--- src/rtl/id_pipe_buf.sv ---
// rtl/id_pipe_buf.sv - IF/ID first-word-fall-through instruction queue with flush and load-use bubble insertion
module id_pipe_buf #(
  parameter int PC_W  = 32,
  parameter int DEPTH = 2,
  parameter int CNT_W = $clog2(DEPTH+1)
) (
  input  logic             clk,
  input  logic             rst,
  input  logic             in_valid,
  output logic             in_ready,
  input  logic [PC_W-1:0]  in_pc,
  input  logic [31:0]      in_inst,
  output logic             out_valid,
  input  logic             out_ready,
  output logic [PC_W-1:0]  out_pc,
  output logic [31:0]      out_inst,
  output logic             out_bubble,
  input  logic             flush,
  input  logic             ex_load_valid,
  input  logic [4:0]       ex_load_rd,
  output logic [CNT_W-1:0] count,
  output logic [31:0]      stall_cnt
);
  // DEPTH=1 keeps a one-bit pointer that never leaves zero
  localparam int PTR_W = (DEPTH > 1) ? $clog2(DEPTH) : 1;

  logic [PC_W-1:0]  pc_mem   [DEPTH];
  logic [31:0]      inst_mem [DEPTH];
  logic [PTR_W-1:0] wp, rp;
  logic             push, pop, empty, hazard;
  logic             uses_rs1, uses_rs2;
  logic [PC_W-1:0]  head_pc;
  logic [31:0]      head_inst;
  logic [6:0]       opcode;
  logic [4:0]       rs1, rs2;

  function automatic logic [PTR_W-1:0] ptr_next(input logic [PTR_W-1:0] p);
    return (p == PTR_W'(DEPTH-1)) ? '0 : p + 1'b1;
  endfunction

  assign empty     = (count == '0);
  assign in_ready  = (count < CNT_W'(DEPTH));
  assign head_pc   = pc_mem[rp];
  assign head_inst = inst_mem[rp];
  assign opcode    = head_inst[6:0];
  assign rs1       = head_inst[19:15];
  assign rs2       = head_inst[24:20];

  always_comb begin
    uses_rs1 = 1'b1;
    uses_rs2 = 1'b0;
    case (opcode)
      7'b0110111, 7'b0010111, 7'b1101111: uses_rs1 = 1'b0;
      7'b0110011, 7'b0100011, 7'b1100011: uses_rs2 = 1'b1;
      default: ;
    endcase
  end

  assign hazard = ~empty & ex_load_valid & (ex_load_rd != 5'd0) &
                  ((uses_rs1 & (rs1 == ex_load_rd)) | (uses_rs2 & (rs2 == ex_load_rd)));

  assign out_valid  = ~empty & ~hazard;
  assign out_bubble = hazard;
  assign out_pc     = empty ? '0 : head_pc;
  assign out_inst   = empty ? '0 : head_inst;

  assign push = in_valid & in_ready & ~flush;
  assign pop  = out_valid & out_ready & ~flush;

  always_ff @(posedge clk) begin
    if (rst) begin
      wp        <= '0;
      rp        <= '0;
      count     <= '0;
      stall_cnt <= '0;
    end else begin
      // stall_cnt survives flush so redirect-heavy code still shows its hazard cost
      if (hazard && (stall_cnt != 32'hFFFF_FFFF))
        stall_cnt <= stall_cnt + 32'd1;
      if (flush) begin
        wp    <= '0;
        rp    <= '0;
        count <= '0;
      end else begin
        if (push) wp <= ptr_next(wp);
        if (pop)  rp <= ptr_next(rp);
        count <= count + CNT_W'(push) - CNT_W'(pop);
      end
    end
  end

  always_ff @(posedge clk) begin
    if (push) begin
      pc_mem[wp]   <= in_pc;
      inst_mem[wp] <= in_inst;
    end
  end
endmodule

--- config.mk ---
export PLATFORM = sky130hd
export DESIGN_NAME = id_pipe_buf
export DESIGN_NICKNAME = d
export VERILOG_FILES = /design/src/rtl/id_pipe_buf.sv
export SDC_FILE = /design/constraint.sdc
export NUM_CORES = 1
export LEC_CHECK = 0
export BUFFER_PORTS_ARGS = -buffer_cell sky130_fd_sc_hd__buf_2
export CAP_MARGIN = 20
export CORE_ASPECT_RATIO = 0.6
export CORE_MARGIN = 1.5
export CORE_UTILIZATION = 45
export CTS_CLUSTER_SIZE = 14
export DETAILED_ROUTE_END_ITERATION = 10
export PLACE_DENSITY_LB_ADDON = 0.08
export SLEW_MARGIN = 30
export SYNTH_ARGS = -nofsm -noshare
export SYNTH_HDL_FRONTEND = slang
export SYNTH_SLANG_ARGS = --single-unit
--- constraint.sdc ---
create_clock -name clk -period 6.4 [get_ports clk]
set_clock_uncertainty 0.1 [all_clocks]
set_input_delay 0 -clock clk [delete_from_list [all_inputs] [get_ports clk]]
set_output_delay 0 -clock clk [all_outputs]
set_load 0.005 [all_outputs]
# After elaboration in Yosys (flattened, before gate mapping)
# Memories as Yosys holds them, arrays and structs flattened. A register that Yosys moved wholly into a read port is not among the register bits.
# Cells that the tools add are included.
word_totals:
  regBits: 36
  latchBits: 0
  mem_bits_rw: 128
  rom_bits: 0
  inputBits: 75
  out_inout_bits: 101
  elab_cells: 53
  memories: 2
classes:
  n_addsub: 5
  n_mul: 0
  n_div: 0
  n_lt_le_gt_ge: 1
  n_eq_ne: 9
  shifts: 0
  muxes: 12
  n_bitwise: 14
  n_reduce_logical: 6
mem_list:
  columns: ["memory", "words", "width", "read_ports", "rd_clocked_by_memory_dff", "write_ports", "line_no", "text"]
  rows:
  - ["inst_mem", 2, 32, 1, 1, 1, "28", "logic [31:0] inst_mem [DEPTH];"]
  - ["pc_mem", 2, 32, 1, 1, 1, "27", "logic [PC_W-1:0] pc_mem [DEPTH];"]
op_table:
  columns: ["op", "count"]
  rows:
  - ["$mux 32", 2]
  - ["$add 32x1->32 const B", 1]
  - ["$ne 32x32->1 const B", 1]
  - ["$eq 7x6->1 const B", 3]
  - ["$eq 7x7->1 const B", 2]
  - ["$and 1x1->1", 10]
  - ["$eq 5x5->1", 2]
  - ["$mux 1", 10]
  - ["$eq 7x5->1 const B", 1]
  - ["$reduce_or 3->1", 2]
  - ["$reduce_bool 5->1", 1]
  - ["$not 1->1", 3]
  - ["$add 1x1->1 const B", 2]
  - ["$add 2x1->2", 1]
  - ["$logic_not 2->1", 1]
  - ["$lt 2x2->1 const B", 1]
  - ["$reduce_or 2->1", 1]
  - ["$sub 2x1->2", 1]
  - ["$logic_and 1x1->1", 1]
  - ["$or 1x1->1", 1]

# Depth between registers and ports, before layout
# Gate-level depths: netlist of run 1.
logic_depth:
  depth_word: 12
  depth_mapped: 16
  mapped_depth_nobuf: 13

# Worst setup path before layout of run 1
# OpenSTA, ideal clock, no wires.
synth_timing:
  path_kind: "register to register"
  startpoint: "reg count[1]"
  endpoint: "mem inst_mem[0][0] (enable)"
  setup_time_ns: 0.486
  t_arrival_ns: 3.231
  required_ns: 5.814
  slack_ns: 2.583
  path_stages_with_launch: 4
  cell_sequence: "dfxtp_1 nor2_1 nand2_1 nor2_1"
synth_via:
  elab_chain_len: 5
synth_rtl:
  columns: ["item", "line_no", "text"]
  rows:
  - ["start, declared", "21", "output logic [CNT_W-1:0] count,"]
  - ["start signal, assigned", "87", "count <= count + CNT_W'(push) - CNT_W'(pop);"]
  - ["$lt 2x2->1", "42", "assign in_ready = (count < CNT_W'(DEPTH));"]
  - ["$and 1x1->1 (2 in series)", "67", "assign push = in_valid & in_ready & ~flush;"]
  - ["$mux 1", "93", "if (push) begin"]
  - ["$mux 1 (not written as such)", "95", "inst_mem[wp] <= in_inst;"]
  - ["end, declared", "28", null]
# Every way passes these cells.

==> results.cfg, run 1 <==
[outcome]
status = finished, final reports clean

[power]
pwr_density_cell_nw_per_um2 = 246
ir_worst_vdd_uv = 162
p_leak_nw = 3.51

[cells_and_area]
drive_gt1_share_pct = 29.8
multi_input_area_sq_um = 2320
layout_commonest_cell = buf_2
finish.utilization_pct = 60.8
antenna_cells = 0
synthToLayoutAreaGrowth_pct = 31.9
nets = 854
final_cell_mix = 175 x buf_2, 128 x edfxtp_1, 85 x nor2_1
fill_cells = 1268
regArea_sq_um = 4590

[global_routing]
grt-ovfl-total = 0
grt_pass1_wl_microns = 25500
track_usage_pct = 20.5
grt_max_degree = 65
grt_pass1_vias = 4815
antenna_found_initial = 0

[timing]
layout_min_cycle_time_ns = 4.16
slew-limit-headroom_pct = 39.7
rsz0062_at_grt = no
fin_crit_sh_pct = 64.9
setup_viol = 0
hold_violations = 0
hold_ws_ns = 0.0197
tns_ns = 0
worst_pin_slew_ns = 0.905
clock.fmax_mhz = 241
maxSlewViolCount = 0

[synth]
netlist.area_leader.share_pct = 54.4
ys_seq_elements = 165
synthTopCellsByArea = edfxtp_1 54%, dfxtp_1 10%, mux2i_1 8.5%, nor2_1 4.7%, mux2_2 1.8%
synth_edf_count = 128
seq_area_frac_synth_pct = 64.9
synth_ff_type = edfxtp_1
synth_cell_types = 55
syn_area_per_cell_sq_um = 13.1
async_flop_share_pct = 0
yosys.area.top_type = edfxtp_1
synth_nets = 617
synth_area_sq_um = 7060
synth_warnings = 0
synthCells = 539

[detailed_routing]
drc = 0
avgViaCountPerCell = 5.18
wl_per_cell_microns = 16.8
drt_iter0_drc = 330
vias = 5129
drt-total-wl_microns = 16700
ant_nets = 0
drt_pass1_iterations = 5

[cts]
cts_resized = 0
cts-root-buf = clkbuf_16
clock_latency_ns = 0.41
cts_tree = yes
cts_buffer_depth = 2
htree_num_levels = 4
cts_num_sinks = 165
cts.clk_slew.worst_paths_ns = 0.06
cts-buffers-inserted = 17
cts_setup_buffers = 0

[flow_run]
cap_violations = 0

[placement]
gp_congestion = 0.860
io_buffers = 175
dp.final_hpwl_microns = 11000

[floorplan]
io_pins = 176
rows = 35
die_h_microns = 100
core-area_sq_um = 15300
initial_core_util_pct = 46.1
die_width_microns = 165
die_area_sq_um = 16500

[critical_path]
rrSetupSlack_ns = 2.24
crit_path_end_kind = flop
required_ns = 6.56
crit_fanout = 47
crit_type = flop to flop
cp.arrival_ns = 4.32
cp-start-kind = flop

[worst_hold_path]
hold_path_class = input pin to flop
worst max-delay path, cell delays in order, from the launching register on:
cell and delay (ns):
dfxtp_4 0.86, buf_4 0.51, mux2i_4 0.32, xnor2_1 0.10
nor4_2 0.33, o2111ai_2 0.28, and2_4 0.35, inv_2 0.21
nor3_1 0.08, ha_1 0.27, inv_1 0.04, ha_1 0.17
xnor2_1 0.16, xnor2_1 0.14, nor3_1 0.06
worst paths after layout:
kind,start,depth (start not counted),to
max reg2reg,flop,14,count[1]$_SDFF_PP0_
min,in_valid,4,wp$_SDFFE_PP0P_
max,flop,14,count[1]$_SDFF_PP0_
min reg2reg,stall_cnt[5]$_SDFFE_PP0P_,2,stall_cnt[5]$_SDFFE_PP0P_
metrics by stage:
step	cell area (sq um)	std cells	power (W)	setup slack (ns)
2_1_floorplan	7060	539	0.00127	2.58
3_5_place_dp	8100	894	0.00133	2.21
4_1_cts	9310	991	0.00232	2.21
6_report	9310	991	0.00229	2.24
5_1_grt	9310	991	0.00239	1.90
3_3_place_gp	8100	894	0.00133	2.32
repair_timing:
item	CTS	global route
setup endpoints to repair	0	0
hold buffers	66	0
hold endpoints to repair	133	0
synth_stat cells (8+ instances only):
master / instances
mux2i_1: 60
mux2_2: 11
xnor2_1: 12
nand3_1: 13
a21oi_1: 17
nor2b_1: 12
or4_1: 12
nor3_1: 8
dfxtp_1: 37
and3_1: 10
nor2_1: 88
edfxtp_1: 128
nand2_1: 16
clkbuf_1: 16
o31ai_1: 12
logic make-up (layout without fill, tap and decap cells):
group	count (synthesis)	count (layout)	synth area share, %
buffers and inverters	35	284	2.53
adders and majority gates	3	3	0.532
and+or+nand+nor	197	197	14.2
DFF	165	165	64.9
muxes	74	74	11.1
AOI/OAI and AO/OA	50	50	4.91
xor gates and xnor gates	15	15	1.86
area by class of cell:
cell class                      instances  share of cell area (%)
Inverter                                8                   0.322
Clock buffer                           17                    4.57
Multi-Input combinational cell        339                    24.9
Sequential cell                       165                    49.3
Timing Repair Buffer                  245                    16.8
Tap cell                              203                    2.73
Clock inverter                         14                    1.38
sequential cells by signal (all words and copies together), names as in the netlist, named ones only:
| name | count |
|---|---|
| count | 2 |
| wp | 1 |
| inst_mem | 64 |
| rp | 1 |
| pc_mem | 64 |
| stall_cnt | 32 |
where the power goes:
group          total [W]  leakage [nW]  internal [W]  switching (W)
registers        0.00119          1.47       0.00118     0.00000907
clock network   0.000956         0.256      0.000537       0.000420
logic           0.000149          1.77     0.0000739      0.0000747
total            0.00229          3.51       0.00179       0.000503
metal layers:
metal | vias up | routed length [microns] | GRT usage [%] | part of all wire [%]
met1 | 2445 | 8290 | 31.3 | 50
li1 | 2495 | - | - | -
met3 | 19 | 1160 | 4.92 | 7.0
met2 | 170 | 7020 | 28.9 | 42
met4 | 0 | 203 | 6.24 | 1.2
met5 | - | 0 | 0 | 0
Note: power is estimated with default switching activity, not from simulation.
==> run 2: changes to the inputs <==
- clock period: 6.4 -> 3.4 ns (I/O delays scaled with it)
==> run 2 against run 1 <==
  * Combinational power up 91%
  * Clock-buffer cell count is the same
  * Design area grew 0.67%
  * Sequential cell count unchanged
  * Critical path depth shrank 1
  * Worst hold slack improved by 0.047 ns
  * Clock power up 98%
  * Power grew 92%
  * Via count grew 1.3%
  * Non-clock buffer count rose by 4
  * Sequential share of layout area shrank 0.33 points
  * Die area is the same
==> results.cfg, run 2 (synthesis gave the netlist of run 1 again) <==
[critical_path]
crit_fanout = 15
rrSetupSlack_ns = 0.25
max_stage_delay_ns = 0.53
crit_type = flop to flop
cp_cell_sequence = mux2i_1 -> or4b_1 -> a211o_1 -> nand4_2 -> and2_4 -> inv_2 -> nor3_1 -> ha_1 -> inv_1 -> ha_1 -> xnor2_1 -> xnor2_1 -> nor3_1
critPathBufInv = 2
cp-start-kind = flop
required_ns = 3.56
crit_family = simple AND/OR/NAND/NOR gates
cp.arrival_ns = 3.31
cp_slowest_cell = dfxtp_4
crit_path_end_kind = flop

[cells_and_area]
layout_commonest_cell = buf_2
synthToLayoutAreaGrowth_pct = 32.8
final_cell_mix = 175 x buf_2, 128 x edfxtp_1, 85 x nor2_1
stdcell_count = 996
drive_gt1_share_pct = 30.3
top_regs = inst_mem: 64 flops, pc_mem: 64 flops, stall_cnt: 32 flops
antenna_cells = 0
nets = 858

[power]
pwr_density_cell_nw_per_um2 = 470
p_leak_nw = 3.56
ir_worst_vdd_uv = 345

[cts]
cts_num_sinks = 165
cts_hold_buffers = 66
clock_latency_ns = 0.41
htree_num_levels = 4
cts_resized = 0
cts-root-buf = clkbuf_16
cts_tree = yes
cts_setup_buffers = 0
cts-buffers-inserted = 17
cts.clk_slew.worst_paths_ns = 0.06
cts_buffer_depth = 2

[global_routing]
grt_pass1_wl_microns = 26000
grt_max_degree = 65
grt_pass1_vias = 4917
track_usage_pct = 20.8
antenna_found_initial = 0
grt-ovfl-total = 0

[detailed_routing]
drt_pass1_iterations = 5
avgViaCountPerCell = 5.22
drt-total-wl_microns = 16800
drt_iter0_drc = 382
vias = 5196
drc = 0
ant_nets = 0
wl_per_cell_microns = 16.9

[floorplan]
core-area_sq_um = 15300
initial_core_util_pct = 46.1
rows = 35
die_width_microns = 165
io_pins = 176
die_area_sq_um = 16500
die_h_microns = 100

[timing]
fin_crit_sh_pct = 92.7
hold_ws_ns = 0.0669
setup_viol = 0
rsz0062_at_grt = no
hold_violations = 0
clock.fmax_mhz = 317
worst_pin_slew_ns = 0.885
layout_min_cycle_time_ns = 3.15
maxSlewViolCount = 0
slew-limit-headroom_pct = 41.0

[flow_run]
cap_violations = 0

[placement]
io_buffers = 175
place_inst = 898
gp_congestion = 0.833
dp.final_hpwl_microns = 11400

[worst_hold_path]
hold_path_class = input pin to flop

[outcome]
status = finished, final reports clean
[run 2: cell types whose count changed in the layout (fill, tap and decap cells not counted), sizes merged]
cell / previous run / this run
clkinvlp: 5 / 1
inv: 12 / 17
buf: 179 / 183
[run 2: worst reg2reg max path: stages (launching register included)]
cell     delay [ns]
dfxtp_4        0.53
mux2i_1        0.31
or4b_1         0.46
a211o_1        0.28
nand4_2        0.14
and2_4         0.18
inv_2          0.03
nor3_1         0.19
ha_1           0.26
inv_1          0.06
ha_1           0.14
xnor2_1        0.13
xnor2_1        0.13
nor3_1         0.05
[run 2: per-layer routing]
| layer | global-route usage, % | routed length [microns] |
|---|---|---|
| met3 | 4.79 | 1120 |
| met1 | 31.8 | 8460 |
| met4 | 5.06 | 160 |
| met5 | 0 | 0 |
| met2 | 29.9 | 7100 |
[run 2: cell type report]
class	instances	area, sq um
fill	1261	5950
clock inverter	15	161
sequential	165	4590
tap	203	254
multi-input combinational	339	2320
clock buffer	17	425
inverter	8	30.0
timing repair buffer	249	1600
[run 2: through the flow]
stage | total power [W] | setup slack [ns] | TNS (ns) | util (%) | cell area [sq um]
floorplan | 0.00239 | -0.417 | -53.39 | - | 7060
global route | 0.00456 | 0.0292 | 0 | 61.2 | 9380
CTS | 0.00445 | 0.251 | 0 | 61.2 | 9380
detailed placement | 0.00251 | 0.262 | 0 | 53.0 | 8130
global placement | 0.00250 | 0.336 | 0 | 53.0 | 8130
finish | 0.00441 | 0.247 | 0 | 61.2 | 9380
[run 2: power by group]
group | internal (W) | total (W) | switching, W
sequential | 0.00222 | 0.00224 | 0.0000143
clock | 0.00104 | 0.00189 | 0.000844
combinational | 0.000140 | 0.000284 | 0.000144
[run 2: final timing paths]
check                       startpoint                   endpoint  cells after the start
max                               flop        count[1]$_SDFF_PP0_                     13
min                           in_valid            wp$_SDFFE_PP0P_                      4
max reg2reg                       flop        count[1]$_SDFF_PP0_                     13
min reg2reg  stall_cnt[5]$_SDFFE_PP0P_  stall_cnt[5]$_SDFFE_PP0P_                      2
